===== config.mk =====
export PLATFORM = sky130hd
export DESIGN_NAME = sbqm_sensor_conditioner_flat
export DESIGN_NICKNAME = d
export VERILOG_FILES = /design/src/rtl/sbqm_pkg.sv /design/src/rtl/sbqm_sensor_conditioner_if.sv /design/src/rtl/sbqm_sensor_channel.sv /design/src/rtl/sbqm_sensor_conditioner.sv /design/src/flat_wrapper.sv
export SDC_FILE = /design/constraint.sdc
export NUM_CORES = 1
export LEC_CHECK = 0
export CAP_MARGIN = 5
export CORE_ASPECT_RATIO = 1.5
export CORE_UTILIZATION = 58
export CTS_CLUSTER_DIAMETER = 60
export DETAILED_ROUTE_END_ITERATION = 8
export MAX_ROUTING_LAYER = met4
export PLACE_DENSITY = 0.75
export REMOVE_ABC_BUFFERS = 1
export SLEW_MARGIN = 20
export SYNTH_ARGS = -nofsm -noshare
export SYNTH_HDL_FRONTEND = slang
export SYNTH_SLANG_ARGS = --single-unit

===== constraint.sdc =====
create_clock -name clk -period 2.36 [get_ports clk]
set_input_delay 0.472 -clock clk [delete_from_list [all_inputs] [get_ports clk]]
set_output_delay 0.472 -clock clk [all_outputs]
set_load 0.005 [all_outputs]

===== src/rtl/sbqm_pkg.sv =====
// Shared types and defaults for the photocell conditioner slice.
package sbqm_pkg;

  localparam int unsigned DEB_CYCLES_DEF   = 4;
  localparam int unsigned STUCK_CYCLES_DEF = 1024;

  typedef enum logic [2:0] {
    ST_IDLE,
    ST_PRESS_WAIT,
    ST_ACTIVE,
    ST_RELEASE_WAIT,
    ST_FAULT
  } chan_state_e;

endpackage


===== src/rtl/sbqm_sensor_conditioner_if.sv =====
// Raw photocell inputs and conditioned outputs of the queue sensor front-end.
interface sbqm_sensor_conditioner_if;

  logic raw_front;
  logic raw_back;
  logic sens_front;
  logic sens_back;
  logic front_evt;
  logic back_evt;
  logic both_evt;
  logic stuck_front;
  logic stuck_back;

  modport master (
    output raw_front, raw_back,
    input  sens_front, sens_back, front_evt, back_evt, both_evt,
           stuck_front, stuck_back
  );

  modport slave (
    input  raw_front, raw_back,
    output sens_front, sens_back, front_evt, back_evt, both_evt,
           stuck_front, stuck_back
  );

endinterface


===== src/rtl/sbqm_sensor_channel.sv =====
// One photocell channel: 2-flop synchroniser, debounce FSM, saturating counter.
// Optional stuck-beam detection is enabled by defining STUCK_DET_EN.
module sbqm_sensor_channel
  import sbqm_pkg::*;
#(
  parameter int unsigned DEB_CYCLES   = DEB_CYCLES_DEF,
  parameter int unsigned STUCK_CYCLES = STUCK_CYCLES_DEF,
  parameter int unsigned CNT_W        = $clog2(STUCK_CYCLES + 1)
) (
  input  logic clk,
  input  logic rst,
  input  logic i_raw,
  output logic o_sens,
  output logic o_evt,
  output logic o_evt_set,
  output logic o_stuck
);

  localparam logic [CNT_W-1:0] DEB_LAST = CNT_W'(DEB_CYCLES);

  logic             r_s1;
  logic             r_s2;
  chan_state_e      r_state;
  chan_state_e      w_state_nxt;
  logic [CNT_W-1:0] r_cnt;
  logic [CNT_W-1:0] w_cnt_nxt;
  logic [CNT_W-1:0] w_cnt_inc;
  logic             r_sens;
  logic             w_sens_nxt;
  logic             r_evt;
  logic             w_evt_set;

`ifdef STUCK_DET_EN
  localparam logic [CNT_W-1:0] STUCK_LAST = CNT_W'(STUCK_CYCLES);
  logic r_stuck;
  logic w_stuck_nxt;
`endif

  assign w_cnt_inc = (r_cnt == '1) ? r_cnt : r_cnt + 1'b1;

  // Transitions fire on the edge where the incremented count reaches the
  // threshold, so DEB_CYCLES consecutive low samples of s2 accept a press.
  always_comb begin
    w_state_nxt = r_state;
    w_cnt_nxt   = r_cnt;
    w_sens_nxt  = r_sens;
    w_evt_set   = 1'b0;
`ifdef STUCK_DET_EN
    w_stuck_nxt = r_stuck;
`endif
    case (r_state)
      ST_IDLE: begin
        if (!r_s2) begin
          w_state_nxt = ST_PRESS_WAIT;
          w_cnt_nxt   = CNT_W'(1);
        end else begin
          w_cnt_nxt = '0;
        end
      end
      ST_PRESS_WAIT: begin
        if (r_s2) begin
          w_state_nxt = ST_IDLE;
          w_cnt_nxt   = '0;
        end else if (w_cnt_inc == DEB_LAST) begin
          w_state_nxt = ST_ACTIVE;
          w_cnt_nxt   = '0;
          w_sens_nxt  = 1'b0;
          w_evt_set   = 1'b1;
        end else begin
          w_cnt_nxt = w_cnt_inc;
        end
      end
      ST_ACTIVE: begin
        if (r_s2) begin
          w_state_nxt = ST_RELEASE_WAIT;
          w_cnt_nxt   = CNT_W'(1);
        end else begin
`ifdef STUCK_DET_EN
          if (w_cnt_inc == STUCK_LAST) begin
            w_state_nxt = ST_FAULT;
            w_cnt_nxt   = '0;
            w_sens_nxt  = 1'b1;
            w_stuck_nxt = 1'b1;
          end else begin
            w_cnt_nxt = w_cnt_inc;
          end
`else
          w_cnt_nxt = '0;
`endif
        end
      end
      ST_RELEASE_WAIT: begin
        if (!r_s2) begin
          w_state_nxt = ST_ACTIVE;
          w_cnt_nxt   = '0;
        end else if (w_cnt_inc == DEB_LAST) begin
          w_state_nxt = ST_IDLE;
          w_cnt_nxt   = '0;
          w_sens_nxt  = 1'b1;
        end else begin
          w_cnt_nxt = w_cnt_inc;
        end
      end
`ifdef STUCK_DET_EN
      ST_FAULT: begin
        if (!r_s2) begin
          w_cnt_nxt = '0;
        end else if (w_cnt_inc == DEB_LAST) begin
          w_state_nxt = ST_IDLE;
          w_cnt_nxt   = '0;
          w_stuck_nxt = 1'b0;
        end else begin
          w_cnt_nxt = w_cnt_inc;
        end
      end
`endif
      default: begin
        w_state_nxt = ST_IDLE;
        w_cnt_nxt   = '0;
        w_sens_nxt  = 1'b1;
      end
    endcase
  end

  always_ff @(posedge clk) begin
    if (!rst) begin
      r_s1    <= 1'b1;
      r_s2    <= 1'b1;
      r_state <= ST_IDLE;
      r_cnt   <= '0;
      r_sens  <= 1'b1;
      r_evt   <= 1'b0;
    end else begin
      r_s1    <= i_raw;
      r_s2    <= r_s1;
      r_state <= w_state_nxt;
      r_cnt   <= w_cnt_nxt;
      r_sens  <= w_sens_nxt;
      r_evt   <= w_evt_set;
    end
  end

`ifdef STUCK_DET_EN
  always_ff @(posedge clk) begin
    if (!rst) begin
      r_stuck <= 1'b0;
    end else begin
      r_stuck <= w_stuck_nxt;
    end
  end
  assign o_stuck = r_stuck;
`else
  assign o_stuck = 1'b0;
`endif

  assign o_sens    = r_sens;
  assign o_evt     = r_evt;
  assign o_evt_set = w_evt_set;

endmodule


===== src/rtl/sbqm_sensor_conditioner.sv =====
// Queue sensor front-end: two independent debounced channels plus a coincidence strobe.
// Optional stuck-beam detection is enabled by defining STUCK_DET_EN.
module sbqm_sensor_conditioner
  import sbqm_pkg::*;
#(
  parameter int unsigned DEB_CYCLES   = DEB_CYCLES_DEF,
  parameter int unsigned STUCK_CYCLES = STUCK_CYCLES_DEF,
  parameter int unsigned CNT_W        = $clog2(STUCK_CYCLES + 1)
) (
  input  logic                       clk,
  input  logic                       rst,
  sbqm_sensor_conditioner_if.slave   bus
);

  logic w_front_set;
  logic w_back_set;
  logic r_both_evt;

  sbqm_sensor_channel #(
    .DEB_CYCLES   (DEB_CYCLES),
    .STUCK_CYCLES (STUCK_CYCLES),
    .CNT_W        (CNT_W)
  ) u_front (
    .clk       (clk),
    .rst       (rst),
    .i_raw     (bus.raw_front),
    .o_sens    (bus.sens_front),
    .o_evt     (bus.front_evt),
    .o_evt_set (w_front_set),
    .o_stuck   (bus.stuck_front)
  );

  sbqm_sensor_channel #(
    .DEB_CYCLES   (DEB_CYCLES),
    .STUCK_CYCLES (STUCK_CYCLES),
    .CNT_W        (CNT_W)
  ) u_back (
    .clk       (clk),
    .rst       (rst),
    .i_raw     (bus.raw_back),
    .o_sens    (bus.sens_back),
    .o_evt     (bus.back_evt),
    .o_evt_set (w_back_set),
    .o_stuck   (bus.stuck_back)
  );

  // Built from the pre-register strobe conditions so it lines up with both strobes.
  always_ff @(posedge clk) begin
    if (!rst) begin
      r_both_evt <= 1'b0;
    end else begin
      r_both_evt <= w_front_set & w_back_set;
    end
  end

  assign bus.both_evt = r_both_evt;

endmodule


===== src/flat_wrapper.sv =====
// flat-port wrapper written by rule: the top's interface ports become plain ports
module sbqm_sensor_conditioner_flat import sbqm_pkg::*;
#(
  parameter int unsigned DEB_CYCLES   = DEB_CYCLES_DEF,
  parameter int unsigned STUCK_CYCLES = STUCK_CYCLES_DEF,
  parameter int unsigned CNT_W        = $clog2(STUCK_CYCLES + 1)
)
  (clk, rst, bus_raw_front, bus_raw_back, bus_sens_front, bus_sens_back, bus_front_evt, bus_back_evt, bus_both_evt, bus_stuck_front, bus_stuck_back);
  sbqm_sensor_conditioner_if bus_i ();
  input  logic clk;
  input  logic rst;
  input wire logic [$bits(bus_i.raw_front)-1:0] bus_raw_front;
  input wire logic [$bits(bus_i.raw_back)-1:0] bus_raw_back;
  output wire logic [$bits(bus_i.sens_front)-1:0] bus_sens_front;
  output wire logic [$bits(bus_i.sens_back)-1:0] bus_sens_back;
  output wire logic [$bits(bus_i.front_evt)-1:0] bus_front_evt;
  output wire logic [$bits(bus_i.back_evt)-1:0] bus_back_evt;
  output wire logic [$bits(bus_i.both_evt)-1:0] bus_both_evt;
  output wire logic [$bits(bus_i.stuck_front)-1:0] bus_stuck_front;
  output wire logic [$bits(bus_i.stuck_back)-1:0] bus_stuck_back;
  assign bus_i.raw_front = bus_raw_front;
  assign bus_i.raw_back = bus_raw_back;
  assign bus_sens_front = bus_i.sens_front;
  assign bus_sens_back = bus_i.sens_back;
  assign bus_front_evt = bus_i.front_evt;
  assign bus_back_evt = bus_i.back_evt;
  assign bus_both_evt = bus_i.both_evt;
  assign bus_stuck_front = bus_i.stuck_front;
  assign bus_stuck_back = bus_i.stuck_back;
  sbqm_sensor_conditioner #(.DEB_CYCLES(DEB_CYCLES), .STUCK_CYCLES(STUCK_CYCLES), .CNT_W(CNT_W)) u_core (.clk(clk), .rst(rst), .bus(bus_i));
endmodule

==> metrics.md, run 1 <==
| Metric | Value |
|---|---|
| Status | finished, final reports clean |
| Layout cells sized above 1 | 9.91% |
| Routed vias | 1,475 |
| Top cells by area, synth | dfxtp_1 (39%), nor2_1 (5.1%), xnor2_1 (3.5%), a21oi_1 (3.4%), mux2i_1 (3.4%) |
| Fin Setup TNS | 0 ns |
| CP Launch Type | register |
| Syn_area_per_cell | 8.78 µm² |
| Maximum capacitance violations | 0 |
| TritonCTS clock tree | done |
| Clk sinks | 35 |
| Fillers | 247 |
| Num rows | 24 |
| Asr flop ratio synth | 0% |
| Longest Clk Path Bufs | 2 |
| Core area | 2910 µm² |
| Fin. Hold Viols | 0 |
| EDFF count, synth | 0 |
| Gpl congestion | 0.925 |
| GR Util met1 | 29.3% |
| I/O Pins | 11 |
| Post-layout min period | 2.17 ns |
| CTS clock-pin slew for the worst setup and hold paths | 0.07 ns |
| Pwr/cell area | 548 nW/µm² |
| HPWL after detailed placement | 2.58 mm |
| GR Layer Usage met2 | 40.0% |
| IO buf count | 8 |
| Largest net degree at the start of global routing | 13 |
| GRT met3 Usage | 5.99% |
| Commonest non-fill, non-tap cell in the layout | dfxtp_1 |
| Die area | 3290 µm² |
| Area of the mapped netlist | 1770 µm² |
| Pleak | 0.668 nW |
| Nets | 218 |
| Grt ovf | 0 |
| Most frequent cells in the layout | dfxtp_1 (35), nor2_1 (24), nand2_1 (15), a21oi_1 (12), nand3_1 (9) |
| Seq. cell area | 701 µm² |
| Later-pin clock latency in the skew report | 0.28 ns |
| Drt first pass iters | 4 |
| Placed cell count | 244 |
| Yosys top cell by area | dfxtp_1 |
| Antenna violations before repair | 0 |
| # resized after CTS | 0 |
| Fmax | 0.462 GHz |
| Multi-input gate area | 1000 µm² |
| Postcts setup bufs | 0 |
| Syn Inst Count | 202 |
| Ant. Diodes | 0 |
| Tcrit/Tclk final | 91.8% |
| GR peak layer | met2 |
| VDD IR max | 0.433 mV |
| Detailed-route wire length | 3.51 mm |
| DRT iter0 DRCs | 52 |
| Chip Width | 47.2 µm |
| Critical path class | register to register |
| Synthesized flop and latch total | 35 |
| Slew Limit Fails | 0 |
| Layout area overhead | 10.6% |
| Synth unique cells | 48 |
| Endpoint class of the critical path | register |
| Via density | 5.88 |
| Hold_buf cts | 0 |
| Global-route wire length before repair | 6.00 mm |
| CP arrival | 2.37 ns |
| Register area share after synthesis | 39.5% |
| Crit path required time | 2.56 ns |
| Synth top area share | 39.5% |
| RSZ-0062 raised after global routing | no |
| Final setup fails | 0 |
| CTS Buf Count | 5 |
| Routed len/inst | 14.0 µm |
| Ys flop type | dfxtp_1 |
| Die height | 69.7 µm |
| Vias in the first global route | 1,399 |
| Final instance count without filler cells | 251 |
| Biggest regs | u_core.u_back.r_cnt: 11 flops, u_core.u_front.r_cnt: 11 flops |
| Min-delay worst type | register to register |
| H-tree levels | 2 |
| Root Driver | clkbuf_8 |
| Critical path peak fanout | 8 |
| Detail Route Antenna Nets | 0 |
| Effective utilization at floorplan | 60.9% |
| All-Layer GR Usage | 25.6% |
| R2R Setup Slk | 0.19 ns |
| Worst Skew | 0.00383 ns |
| DRC | 0 |
| YS warnings | 0 |
| Final Util | 67.4% |
-- kinds of logic after synthesis --
| kind of cell | Yosys count | share of synthesized area [%] |
|---|---|---|
| flops | 35 | 39.5 |
| mux | 6 | 3.39 |
| buf+inv | 14 | 4.37 |
| other cells | 1 | 0.211 |
| xor+xnor | 9 | 4.44 |
| compound gates | 41 | 16.6 |
| fa+ha+maj | 2 | 1.41 |
| simple gates | 94 | 30.1 |
-- path summary, 6_finish.rpt --
check	startpoint	to	cells past startpoint
max	u_core.u_back.r_cnt[0]$_SDFF_PN0_	register	6
max reg2reg	u_core.u_back.r_cnt[0]$_SDFF_PN0_	register	6
min	u_core.u_back.r_s1$_SDFF_PN1_	u_core.u_back.r_s2$_SDFF_PN1_	1
min reg2reg	u_core.u_back.r_s1$_SDFF_PN1_	u_core.u_back.r_s2$_SDFF_PN1_	1
-- per-stage QoR --
stage               worst slack, ns  hold WS, ns  power (mW)  instance area (µm²)
floorplan                     0.338        0.386       0.641                 1720
global placement              0.288        0.396       0.663                 1870
detailed placement            0.211        0.404       0.666                 1870
CTS                           0.197        0.419        1.09                 1960
global route                0.00318        0.446        1.12                 1960
finish                        0.193        0.412        1.08                 1960
-- per-layer routing --
layer / vias up / wire, µm
li1: 749 / -
met1: 691 / 1490
met2: 25 / 1830
met3: 10 / 94
met4: 0 / 94
met5: - / 0
-- final cells by class --
type                    instances  share of cell area (%)
multi-input cells             154                    51.0
flip-flops and latches         35                    35.7
repair buffers                 12                    5.61
clock buffers                   6                    4.21
well taps                      39                    2.49
inverters                       4                   0.765
clock inverters                 1                   0.255
-- critical path: stages, from the launching register on --
cell	delay, ns
dfxtp_1	0.47
ha_1	0.30
or4b_4	0.51
or2_0	0.21
nand4bb_4	0.21
o21ba_1	0.20
a211oi_2	0.18
-- report_power, final --
part           internal [mW]  total (mW)  switching [mW]
Clock                  0.229       0.423           0.195
Sequential             0.602       0.611         0.00925
Combinational         0.0243      0.0412          0.0169
-- synth_stat cells (all sizes together), types with 2 or more instances --
library cell  instances
dfxtp                35
nor2                 25
nand2                15
a21oi                12
nand3                 9
nor3                  8
a211oi                7
buf                   7
o21ai                 7
xnor2                 7
and3                  6
mux2i                 6
nand2b                6
nand4                 5
a31oi                 4
and2                  4
and4                  4
inv                   4
a21boi                3
clkbuf                3
ha                    2
nor3b                 2
or2                   2
or4b                  2
xor2                  2
(Power assumes the default switching activity.)
==> run 2: changes to the inputs <==
- CORE_MARGIN: default -> 2
==> metrics.md, run 2 (synthesis results as in run 1) <==
| Metric | Value |
|---|---|
| Global-route wire length before repair | 6.44 mm (was 6.00 mm) |
| Final instance count without filler cells | 253 (was 251) |
| Commonest non-fill, non-tap cell in the layout | dfxtp_1 (unchanged) |
| Clk sinks | 35 (unchanged) |
| IO buf count | 8 (unchanged) |
| Critical path class | register to register (unchanged) |
| HPWL after detailed placement | 2.64 mm (was 2.58 mm) |
| Nets | 219 (was 218) |
| Total chip power | 1.14 mW (was 1.08 mW) |
| Status | finished, final reports clean (unchanged) |
| H-tree levels | 2 (unchanged) |
| CP Launch Type | register (unchanged) |
| Routed vias | 1,478 (was 1,475) |
| Antenna violations before repair | 0 (unchanged) |
| Via density | 5.84 (was 5.88) |
| Post-DP Area | 1880 µm² (was 1870 µm²) |
| Vias in the first global route | 1,479 (was 1,399) |
| Placed cell count | 245 (was 244) |
| Biggest regs | u_core.u_back.r_cnt: 11 flops, u_core.u_front.r_cnt: 11 flops (unchanged) |
| Seq. cell area | 701 µm² (unchanged) |
| Layout cells sized above 1 | 10.7% (was 9.91%) |
| RSZ-0062 raised after global routing | no (unchanged) |
| Min-delay worst type | register to register (unchanged) |
| I/O Pins | 11 (unchanged) |
| Detailed-route wire length | 3.62 mm (was 3.51 mm) |
| Num rows | 24 (unchanged) |
| Routed len/inst | 14.3 µm (was 14.0 µm) |
| Fillers | 238 (was 247) |
| Fin. Hold Viols | 0 (unchanged) |
| Fin Setup TNS | 0 ns (unchanged) |
| Pwr/cell area | 574 nW/µm² (was 548 nW/µm²) |
| Tcrit/Tclk final | 91.0% (was 91.8%) |
| Maximum capacitance violations | 0 (unchanged) |
| Slew Limit Fails | 0 (unchanged) |
| Post-layout min period | 2.15 ns (was 2.17 ns) |
| Hold EP | u_core.u_front.r_s2$_SDFF_PN1_ (was u_core.u_back.r_s2$_SDFF_PN1_) |
| Hold_buf cts | 0 (unchanged) |
| Reg2Reg Launch Point | u_core.u_back.r_cnt[0]$_SDFF_PN0_ (unchanged) |
| # resized after CTS | 0 (unchanged) |
| Drt first pass iters | 4 (unchanged) |
| Post-route setup slack | 0.213 ns (was 0.193 ns) |
| Pre-CTS setup slack | 0.210 ns (was 0.211 ns) |
| Endpoint class of the critical path | register (unchanged) |
| DRT iter0 DRCs | 41 (was 52) |
| Effective utilization at floorplan | 60.9% (unchanged) |
| Final Cell Area | 1990 µm² (was 1960 µm²) |
| Cells on worst reg2reg path | 6 (unchanged) |
| Die height | 71.7 µm (was 69.7 µm) |
| Worst Skew | 0.00505 ns (was 0.00383 ns) |
| All-Layer GR Usage | 24.5% (was 25.6%) |
| Most frequent cells in the layout | dfxtp_1 (35), nor2_1 (24), nand2_1 (15), a21oi_1 (12), nand3_1 (9) (unchanged) |
| Ant. Diodes | 0 (unchanged) |
| Crit path required time | 2.58 ns (was 2.56 ns) |
| Critical path peak fanout | 8 (unchanged) |
| Chip Width | 49.2 µm (was 47.2 µm) |
| Min-delay src | u_core.u_front.r_s1$_SDFF_PN1_ (was u_core.u_back.r_s1$_SDFF_PN1_) |
| Core area | 2910 µm² (unchanged) |
| Gpl congestion | 0.896 (was 0.925) |
| CTS clock-pin slew for the worst setup and hold paths | 0.07 ns (about the same) |
| Pleak | 0.677 nW (was 0.668 nW) |
| TritonCTS clock tree | done (unchanged) |
| Later-pin clock latency in the skew report | 0.29 ns (was 0.28 ns) |
| Postcts setup bufs | 0 (unchanged) |
| DRC | 0 (unchanged) |
| VDD IR max | 0.580 mV (was 0.433 mV) |
| R2R Setup Slk | 0.21 ns (was 0.19 ns) |
| Detail Route Antenna Nets | 0 (unchanged) |
| Largest net degree at the start of global routing | 13 (unchanged) |
| Layout area overhead | 11.9% (was 10.6%) |
| CP arrival | 2.37 ns (about the same) |
| Root Driver | clkbuf_8 (unchanged) |
| CTS Buf Count | 5 (unchanged) |
| Fmax | 0.466 GHz (was 0.462 GHz) |
| Multi-input gate area | 1000 µm² (unchanged) |
| Longest Clk Path Bufs | 2 (unchanged) |
| Final setup fails | 0 (unchanged) |
| Worst Hold Path Cells | 1 (unchanged) |
| Grt ovf | 0 (unchanged) |
| Die area | 3530 µm² (was 3290 µm²) |
-- run 2: how the worst max path moves through the flow --
stage / endpoint / slack (ns) / startpoint / cells past startpoint
final: register / 0.21 / u_core.u_back.r_cnt[0]$_SDFF_PN0_ / 6
after CTS: register / 0.20 / u_core.u_back.r_cnt[0]$_SDFF_PN0_ / 6
after floorplan: register / 0.34 / u_core.u_back.r_cnt[0]$_SDFF_PN0_ / 6
after detailed placement: u_core.bus.both_evt$_SDFF_PN0_ / 0.21 / u_core.u_back.r_cnt[0]$_SDFF_PN0_ / 6
after global placement: register / 0.29 / u_core.u_back.r_cnt[0]$_SDFF_PN0_ / 6
after global routing: u_core.u_back.r_cnt[2]$_SDFF_PN0_ / 0.03 / u_core.u_back.r_cnt[0]$_SDFF_PN0_ / 6
-- run 2: stage by stage --
step,utilization [%],hold WS [ns]
6_report,68.2,0.428
2_1_floorplan,-,0.386
5_1_grt,68.2,0.458
3_5_place_dp,64.6,0.411
3_3_place_gp,64.6,0.391
4_1_cts,68.2,0.433
-- run 2: area by class of cell --
cell class                      instances  area share (%)
Timing Repair Buffer                   13            5.92
Clock buffer                            7            4.85
Clock inverter                          1           0.378
Inverter                                4           0.756
Sequential cell                        35            35.3
Multi-Input combinational cell        154            50.3
Tap cell                               39            2.46
-- run 2: routing by layer --
metal | wire length, µm | vias to the layer above | global-route usage (%) | part of all wire [%]
li1 | - | 747 | - | -
met1 | 1460 | 702 | 23.9 | 40
met2 | 1990 | 18 | 43.8 | 55
met3 | 82 | 11 | 5.42 | 2.3
met4 | 92 | 0 | 14.3 | 2.5
met5 | 0 | - | - | 0
-- run 2: power breakdown --
group	switching [mW]	total (mW)	internal [mW]
clock	0.223	0.488	0.265
sequential	0.00963	0.611	0.601
combinational	0.0165	0.0409	0.0243
total	0.249	1.14	0.891
-- run 2: worst max-delay path, stage by stage, from the launching register on --
cell       delay [ns]
dfxtp_1          0.46
ha_1             0.30
or4b_4           0.51
or2_0            0.22
nand4bb_4        0.21
o21ba_1          0.20
a211oi_2         0.18
